### config.mk
export PLATFORM = sky130hd
export DESIGN_NAME = ofs_fim_pcie_ss_rx_seg_serializer_flat
export DESIGN_NICKNAME = d
export VERILOG_FILES = /design/src/rtl/ofs_fim_pcie_ss_shims_pkg.sv /design/src/rtl/pcie_ss_axis_if.sv /design/src/rtl/ofs_fim_pcie_ss_rx_seg_serializer.sv /design/src/flat_wrapper.sv
export SDC_FILE = /design/constraint.sdc
export NUM_CORES = 1
export LEC_CHECK = 0
export CORE_AREA = 2 2 498 500
export DETAILED_ROUTE_END_ITERATION = 10
export DIE_AREA = 0 0 500 502
export SLEW_MARGIN = 20
export SYNTH_ARGS = -nofsm -noshare
export SYNTH_HDL_FRONTEND = slang
export SYNTH_SLANG_ARGS = --single-unit
### constraint.sdc
create_clock -name clk -period 20.7 [get_ports clk]
set_input_delay 2.07 -clock clk [delete_from_list [all_inputs] [get_ports clk]]
set_output_delay 2.07 -clock clk [all_outputs]
set_load 0.02 [all_outputs]
### src/rtl/ofs_fim_pcie_ss_shims_pkg.sv
// Shared types for the PCIe SS RX shims: per-segment tuser layout, serializer
// FSM state and the fragment-selection helper.
package ofs_fim_pcie_ss_shims_pkg;

  localparam int TUSER_HDR_W = 16;
  localparam int MAX_SEG     = 4;

  typedef struct packed {
    logic                   hvalid;
    logic                   last_segment;
    logic [TUSER_HDR_W-1:0] hdr;
  } t_tuser_seg;

  localparam int TUSER_SEG_W = $bits(t_tuser_seg);

  typedef enum logic {
    ST_EMPTY = 1'b0,
    ST_HOLD  = 1'b1
  } t_ser_state;

  // Next fragment: lowest pending occupied segment, growing upward through
  // contiguous occupied segments; ends on last_segment or before a new header.
  function automatic logic [MAX_SEG-1:0] func_frag_mask(
    input logic [MAX_SEG-1:0] pending,
    input logic [MAX_SEG-1:0] occupied,
    input logic [MAX_SEG-1:0] hvalid,
    input logic [MAX_SEG-1:0] last
  );
    logic [MAX_SEG-1:0] mask;
    logic               started;
    logic               done;
    mask    = '0;
    started = 1'b0;
    done    = 1'b0;
    for (int s = 0; s < MAX_SEG; s++) begin
      if (!done) begin
        if (!started) begin
          if (pending[s] && occupied[s]) begin
            started = 1'b1;
            mask[s] = 1'b1;
            done    = last[s];
          end
        end else if (pending[s] && occupied[s] && !hvalid[s]) begin
          mask[s] = 1'b1;
          done    = last[s];
        end else begin
          done = 1'b1;
        end
      end
    end
    return mask;
  endfunction

endpackage

### src/rtl/pcie_ss_axis_if.sv
// Segmented AXI-stream bundle used between the PCIe SS RX shims.
// Handshake: a beat transfers on a clk edge where tvalid && tready; a source
// holds tvalid and its payload stable until that edge.
interface pcie_ss_axis_if #(
  parameter int DATA_W = 512,
  parameter int USER_W = 2 * ofs_fim_pcie_ss_shims_pkg::TUSER_SEG_W
);

  logic              tvalid;
  logic              tready;
  logic              tlast;
  logic [DATA_W-1:0] tdata;
  logic [DATA_W/8-1:0] tkeep;
  logic [USER_W-1:0] tuser_vendor;

  modport source (output tvalid, tlast, tdata, tkeep, tuser_vendor, input tready);
  modport sink   (input tvalid, tlast, tdata, tkeep, tuser_vendor, output tready);

endinterface

### src/rtl/ofs_fim_pcie_ss_rx_seg_serializer.sv
// Splits segmented RX beats so each output beat carries one packet fragment.
// Optional split counter: define OFS_FIM_PCIE_SS_RX_SERIALIZER_STATS_EN.
module ofs_fim_pcie_ss_rx_seg_serializer
  import ofs_fim_pcie_ss_shims_pkg::*;
#(
  parameter int NUM_OF_SEG  = 2,
  parameter int TDATA_WIDTH = 512
) (
  input  logic           clk,
  input  logic           rst_n,
  pcie_ss_axis_if.sink   stream_in,
  pcie_ss_axis_if.source stream_out,
  output logic [31:0]    stat_split_cnt,
  output t_ser_state     state_dbg
);

  localparam int SEG_DATA_W = TDATA_WIDTH / NUM_OF_SEG;
  localparam int SEG_KEEP_W = SEG_DATA_W / 8;
  localparam int KEEP_W     = TDATA_WIDTH / 8;

  t_ser_state state;
  t_ser_state state_nxt;

  logic [TDATA_WIDTH-1:0]      hold_data;
  logic [KEEP_W-1:0]           hold_keep;
  t_tuser_seg [NUM_OF_SEG-1:0] hold_user;
  logic                        hold_last;
  logic [NUM_OF_SEG-1:0]       pending;

  t_tuser_seg [NUM_OF_SEG-1:0] in_user;
  t_tuser_seg [NUM_OF_SEG-1:0] out_user;
  logic [TDATA_WIDTH-1:0]      out_data;
  logic [KEEP_W-1:0]           out_keep;
  logic [NUM_OF_SEG-1:0]       in_occ;
  logic [NUM_OF_SEG-1:0]       hold_occ;
  logic [NUM_OF_SEG-1:0]       hold_hv;
  logic [NUM_OF_SEG-1:0]       hold_ls;
  logic [NUM_OF_SEG-1:0]       frag;
  logic [MAX_SEG-1:0]          frag_w;
  logic [MAX_SEG-1:0]          rem_w;

  logic in_accept;
  logic out_accept;
  logic last_frag;
  logic in_ready;
  logic out_valid;

  assign in_user = stream_in.tuser_vendor;

  for (genvar s = 0; s < NUM_OF_SEG; s++) begin : g_seg
    assign in_occ[s]   = (|stream_in.tkeep[s*SEG_KEEP_W +: SEG_KEEP_W]) || in_user[s].hvalid;
    assign hold_occ[s] = (|hold_keep[s*SEG_KEEP_W +: SEG_KEEP_W]) || hold_user[s].hvalid;
    assign hold_hv[s]  = hold_user[s].hvalid;
    assign hold_ls[s]  = hold_user[s].last_segment;

    // Fragment segments keep their lane; everything else is blanked.
    assign out_data[s*SEG_DATA_W +: SEG_DATA_W] =
      frag[s] ? hold_data[s*SEG_DATA_W +: SEG_DATA_W] : '0;
    assign out_keep[s*SEG_KEEP_W +: SEG_KEEP_W] =
      frag[s] ? hold_keep[s*SEG_KEEP_W +: SEG_KEEP_W] : '0;
    assign out_user[s] = frag[s] ? hold_user[s] : '0;
  end

  assign frag_w = func_frag_mask(MAX_SEG'(pending), MAX_SEG'(hold_occ),
                                 MAX_SEG'(hold_hv), MAX_SEG'(hold_ls));
  assign frag      = frag_w[NUM_OF_SEG-1:0];
  assign rem_w     = MAX_SEG'(pending) & ~frag_w;
  assign last_frag = (rem_w == '0);

  assign in_accept  = stream_in.tvalid && in_ready;
  assign out_accept = out_valid && stream_out.tready;

  // State register
  always_ff @(posedge clk) begin
    if (!rst_n) state <= ST_EMPTY;
    else        state <= state_nxt;
  end

  // Next state; a beat with no occupied segment never leaves EMPTY.
  always_comb begin
    state_nxt = state;
    case (state)
      ST_EMPTY: if (in_accept && (|in_occ)) state_nxt = ST_HOLD;
      ST_HOLD:  if (out_accept && last_frag)
                  state_nxt = (in_accept && (|in_occ)) ? ST_HOLD : ST_EMPTY;
      default:  state_nxt = ST_EMPTY;
    endcase
  end

  // Outputs
  always_comb begin
    out_valid = (state == ST_HOLD);
    in_ready  = rst_n && ((state == ST_EMPTY) || (last_frag && stream_out.tready));
  end

  always_ff @(posedge clk) begin
    if (!rst_n)          pending <= '0;
    else if (in_accept)  pending <= in_occ;
    else if (out_accept) pending <= pending & ~frag;
  end

  always_ff @(posedge clk) begin
    if (in_accept) begin
      hold_data <= stream_in.tdata;
      hold_keep <= stream_in.tkeep;
      hold_user <= in_user;
      hold_last <= stream_in.tlast;
    end
  end

  assign stream_in.tready         = in_ready;
  assign stream_out.tvalid        = out_valid;
  assign stream_out.tdata         = out_data;
  assign stream_out.tkeep         = out_keep;
  assign stream_out.tuser_vendor  = out_user;
  assign stream_out.tlast         = (NUM_OF_SEG == 1) ? hold_last : (|(frag_w & MAX_SEG'(hold_ls)));
  assign state_dbg                = state;

`ifdef OFS_FIM_PCIE_SS_RX_SERIALIZER_STATS_EN
  // first_frag marks that the fragment on the output is the first of its beat.
  logic first_frag;

  always_ff @(posedge clk) begin
    if (!rst_n) begin
      first_frag     <= 1'b0;
      stat_split_cnt <= '0;
    end else begin
      if (out_accept && !first_frag) stat_split_cnt <= stat_split_cnt + 32'd1;
      if (in_accept)       first_frag <= 1'b1;
      else if (out_accept) first_frag <= 1'b0;
    end
  end
`else
  assign stat_split_cnt = '0;
`endif

endmodule
### src/flat_wrapper.sv
// flat-port wrapper written by rule: the top's interface ports become plain ports
module ofs_fim_pcie_ss_rx_seg_serializer_flat import ofs_fim_pcie_ss_shims_pkg::*;
#(
  parameter int NUM_OF_SEG  = 2,
  parameter int TDATA_WIDTH = 512
)
  (clk, rst_n, stat_split_cnt, state_dbg, stream_in_tvalid, stream_in_tlast, stream_in_tdata, stream_in_tkeep, stream_in_tuser_vendor, stream_in_tready, stream_out_tvalid, stream_out_tlast, stream_out_tdata, stream_out_tkeep, stream_out_tuser_vendor, stream_out_tready);
  pcie_ss_axis_if stream_in_i ();
  pcie_ss_axis_if stream_out_i ();
  input  logic clk;
  input  logic rst_n;
  output logic [31:0] stat_split_cnt;
  output t_ser_state state_dbg;
  input wire logic [$bits(stream_in_i.tvalid)-1:0] stream_in_tvalid;
  input wire logic [$bits(stream_in_i.tlast)-1:0] stream_in_tlast;
  input wire logic [$bits(stream_in_i.tdata)-1:0] stream_in_tdata;
  input wire logic [$bits(stream_in_i.tkeep)-1:0] stream_in_tkeep;
  input wire logic [$bits(stream_in_i.tuser_vendor)-1:0] stream_in_tuser_vendor;
  output wire logic [$bits(stream_in_i.tready)-1:0] stream_in_tready;
  output wire logic [$bits(stream_out_i.tvalid)-1:0] stream_out_tvalid;
  output wire logic [$bits(stream_out_i.tlast)-1:0] stream_out_tlast;
  output wire logic [$bits(stream_out_i.tdata)-1:0] stream_out_tdata;
  output wire logic [$bits(stream_out_i.tkeep)-1:0] stream_out_tkeep;
  output wire logic [$bits(stream_out_i.tuser_vendor)-1:0] stream_out_tuser_vendor;
  input wire logic [$bits(stream_out_i.tready)-1:0] stream_out_tready;
  assign stream_in_i.tvalid = stream_in_tvalid;
  assign stream_in_i.tlast = stream_in_tlast;
  assign stream_in_i.tdata = stream_in_tdata;
  assign stream_in_i.tkeep = stream_in_tkeep;
  assign stream_in_i.tuser_vendor = stream_in_tuser_vendor;
  assign stream_in_tready = stream_in_i.tready;
  assign stream_out_tvalid = stream_out_i.tvalid;
  assign stream_out_tlast = stream_out_i.tlast;
  assign stream_out_tdata = stream_out_i.tdata;
  assign stream_out_tkeep = stream_out_i.tkeep;
  assign stream_out_tuser_vendor = stream_out_i.tuser_vendor;
  assign stream_out_i.tready = stream_out_tready;
  ofs_fim_pcie_ss_rx_seg_serializer #(.NUM_OF_SEG(NUM_OF_SEG), .TDATA_WIDTH(TDATA_WIDTH)) u_core (.clk(clk), .rst_n(rst_n), .stream_in(stream_in_i), .stream_out(stream_out_i), .stat_split_cnt(stat_split_cnt), .state_dbg(state_dbg));
endmodule
==> summary.md <==
| Metric | Value |
|---|---|
| Synthesized area per cell | `roughly 17 um2` |
| Clock transition at path regs | `0.06 ns` |
| Syn Inst Count | `1407` |
| Final setup fails | `0` |
| Most instantiated cells after synthesis | `and2_1 (614), edfxtp_1 (612), clkbuf_1 (41)` |
| Fraction of the yosys area taken by sequential cells | `0.791` |
| Hold Crit Class | `flop to flop` |
| First-pass DRT Iterations | `5` |
| Antenna viol nets, final | `0` |
| Site Rows | `roughly 180` |
| Area Growth Syn to Fin | `81.6%` |
| Die area | `about 250000 um2` |
| Clock net sink count | `slightly above 600` |
| Fin crit period | `about 7.4 ns` |
| Htree depth | `3` |
| Peak supply drop | `between 0.06 and 0.07 mV` |
| RSZ-0062 raised after global routing | `false` |
| Adder-cell share of the synthesized area | `0` |
| Worst Slack Setup Final | `roughly 13 ns` |
| Vias in the first global route | `roughly 18000` |
| Critical Path Fanout Max | `between 60 and 70` |
| Worst slew margin | `0.324` |
| Capturing point of the worst reg2reg path | `u_core.hold_data[395]` |
| Postcts setup bufs | `0` |
| First-pass GRT wire length | `between 150000 and 200000 um` |
| Global Route met1 Usage | `0.108` |
| Worst-margin pin slew | `between 1 and 1.5 ns` |
| Primary FF master, synth | `edfxtp_1` |
| WL/cell | `approximately 28 um` |
| Gpl congestion | `between 0.9 and 1` |
| Asr flop ratio synth | `0` |
| Outcome | `completed` |
| Initial detailed-routing violation count | `approximately 1200` |
| Leading area contributor after synthesis | `edfxtp_1` |
| PostCTS Resize Cnt | `0` |
| Dpl hpwl | `roughly 140000 um` |
| Mux contribution to synthesized area | `0` |
| Die W | `around 500 um` |
| Fin. max-slew vios | `0` |
| I/O pins | `roughly 1300` |
| Synth top area share | `0.788` |
| Largest net degree at the start of global routing | `149` |
| Root Buffer | `clkbuf_16` |
| Layout cells sized above 1 | `0.0563` |
| # fillers | `about 27000` |
| Synth Area in Simple Gates | `0.179` |
| Setup WS pre-CTS | `around 14 ns` |
| Final non-filler cell area | `42300 um2` |
| Nets | `between 3000 and 4000` |
| P_leak | `13.7 nW` |
| Hold_buf cts | `0` |
| CTS tree | `built` |
| Endpoint, Worst Hold | `u_core.pending[1]` |
| Gr ovfl total | `0` |
| WP data arrival | `around 5.4 ns` |
| IO Port Bufs | `1231` |
| Total Routed Length | `about 160000 um` |
| Worst r2r src | `u_core.hold_hv[1]` |
| Period utilisation layout | `0.360` |
| Height of the die | `~500 um` |
| Synth Area in XOR/XNOR | `0` |
| Hold path cells | `2` |
| Cell Pwr Density | `between 80 and 90 nW/um2` |
| Setup tns final | `0 ns` |
| Reg2Reg Setup Slack | `15.29 ns` |
| GRT busiest layer | `met2` |
| Met3 usage | `0.103` |
| Max-Cap Viols | `0` |
| Hold Violations, Final | `0` |
| Clk_lat worst skew | `about 0.73 ns` |
| Worst path required time | `18.63 ns` |
| Residual DRC | `0` |
| Min-delay src | `u_core.pending[1]` |
| Initial antenna violation count | `around 160` |
| Compound-gate portion of the synthesized area | `0.00574` |
| Via density | `just under 3` |
| Synthesized flop and latch total | `between 600 and 700` |
| Initial core utilization | `0.0951` |
| Max Clock Freq | `134 MHz` |
| CP Capture Type | `output pin` |
| Routing usage on met2 | `0.216` |
| Critical path startpoint category | `flop` |
| Syn. warnings | `0` |
| Largest cells by area after synthesis | `edfxtp_1 (79%), and2_1 (16%), buf_4 (1.1%)` |
| Synth unique cells | `31` |
| Number of flops mapped to enable cells by yosys | `between 600 and 700` |
| Core ar. | `about 250000 um2` |
| TritonCTS buffer count | `83` |
| Largest family of logic cells by synthesized area | `simple AND/OR/NAND/NOR gates` |
| Most numerous cell in the Yosys netlist | `and2_1` |
| Placed Area | `around 40000 um2` |
| Gr usage total | `0.126` |
| Cell area after synthesis | `between 20000 and 25000 um2` |
| Skew final | `between 0.05 and 0.06 ns` |
| Critical path class | `flop to output pin` |
| Max Root-Sink Buffers | `3` |
| Reg2Reg Depth | `9` |
| Total number of vias | `between 15000 and 20000` |
==> how the worst max path moves through the flow <==
stage	start	to	slack, ns	depth (start not counted)
after floorplan	stream_out_tready	u_core.hold_data[0]	3.27	5
after global placement	stream_out_tready	u_core.hold_data[325]	13.65	10
after detailed placement	stream_out_tready	u_core.hold_data[427]	13.53	10
after CTS	u_core.hold_keep[7]	stream_out_tdata[256]	12.95	8
after global routing	u_core.hold_keep[7]	stream_out_tdata[418]	12.75	8
final	u_core.hold_keep[6]	stream_out_tdata[384]	13.25	8
==> sequential cells by signal (all words and copies together), names as in the netlist <==
register,cells
u_core.hold_keep,64
u_core.hold_data,512
u_core.pending,2
u_core.hold_hv,2
u_core.state_dbg,1
u_core.hold_ls,2
u_core.hold_user,32
==> power breakdown <==
part	switching (W)	internal, W
clock	0.000640	0.000909
sequential	0.0000173	0.00144
combinational	0.000308	0.000259
total	0.000965	0.00261
==> cell type report <==
type	count	area, um2	share of cell area
Antenna cell	26	65.1	0.00154
Multi-Input combinational cell	720	4460	0.105
Sequential cell	615	18400	0.435
Clock inverter	58	751	0.0177
Timing Repair Buffer	1248	12500	0.295
Tap cell	3220	4030	0.0952
Inverter	2	7.51	0.000177
Clock buffer	92	2110	0.0499
==> cells by family after synthesis <==
group | count (synthesis)
and+or+nand+nor | 672
DFF | 615
buffers and inverters | 103
AOI/OAI and AO/OA | 16
other | 1
==> metal layers <==
metal	part of all wire	vias up
met4	0.045	48
met5	0.0019	-
met3	0.18	421
met1	0.30	8269
li1	-	7473
met2	0.48	1322
==> through the flow <==
stage / std cells / total power, W / hold WS [ns] / utilization
global placement: 5804 / 0.00206 / 0.515 / 0.161
detailed placement: 5804 / 0.00206 / 0.537 / 0.161
global route: 5970 / 0.00372 / 0.565 / 0.173
floorplan: 1438 / 0.00171 / 0.483 / -
CTS: 5954 / 0.00365 / 0.545 / 0.172
finish: 5981 / 0.00357 / 0.546 / 0.173
==> critical path, stage by stage (launching register included) <==
cell	delay, ns
edfxtp_1	0.44
nor4_1	0.34
nand4_1	0.24
o31a_2	0.43
a21oi_4	0.71
buf_4	0.72
buf_4	0.60
and2_1	0.21
clkdlybuf4s50_1	0.85
==> cell usage in the layout, fill, tap and decap left out, types with 2 or more instances in the layout <==
| cell type | synthesis | final |
|---|---|---|
| nor4_1 | 28 | 26 |
| clkbuf_16 | 0 | 83 |
| nor3_1 | 2 | 2 |
| clkdlybuf4s50_1 | 0 | 1231 |
| inv_1 | 2 | 2 |
| nand2_1 | 5 | 5 |
| clkinv_4 | 0 | 3 |
| edfxtp_1 | 612 | 612 |
| nand3_1 | 2 | 2 |
| clkbuf_1 | 41 | 9 |
| conb_1 | 1 | 32 |
| buf_4 | 33 | 15 |
| or3_1 | 5 | 5 |
| clkinv_1 | 0 | 10 |
| dfxtp_1 | 3 | 3 |
| clkinv_2 | 0 | 11 |
| nand4_1 | 7 | 7 |
| and2_1 | 614 | 614 |
| nor2_1 | 4 | 4 |
| clkinvlp_4 | 0 | 6 |
| bufinv_16 | 0 | 13 |
| inv_16 | 0 | 3 |
| o31ai_1 | 4 | 4 |
| diode_2 | 0 | 26 |
| inv_6 | 0 | 9 |
| o2bb2ai_1 | 2 | 2 |
Power figures use the tool's default switching activity.
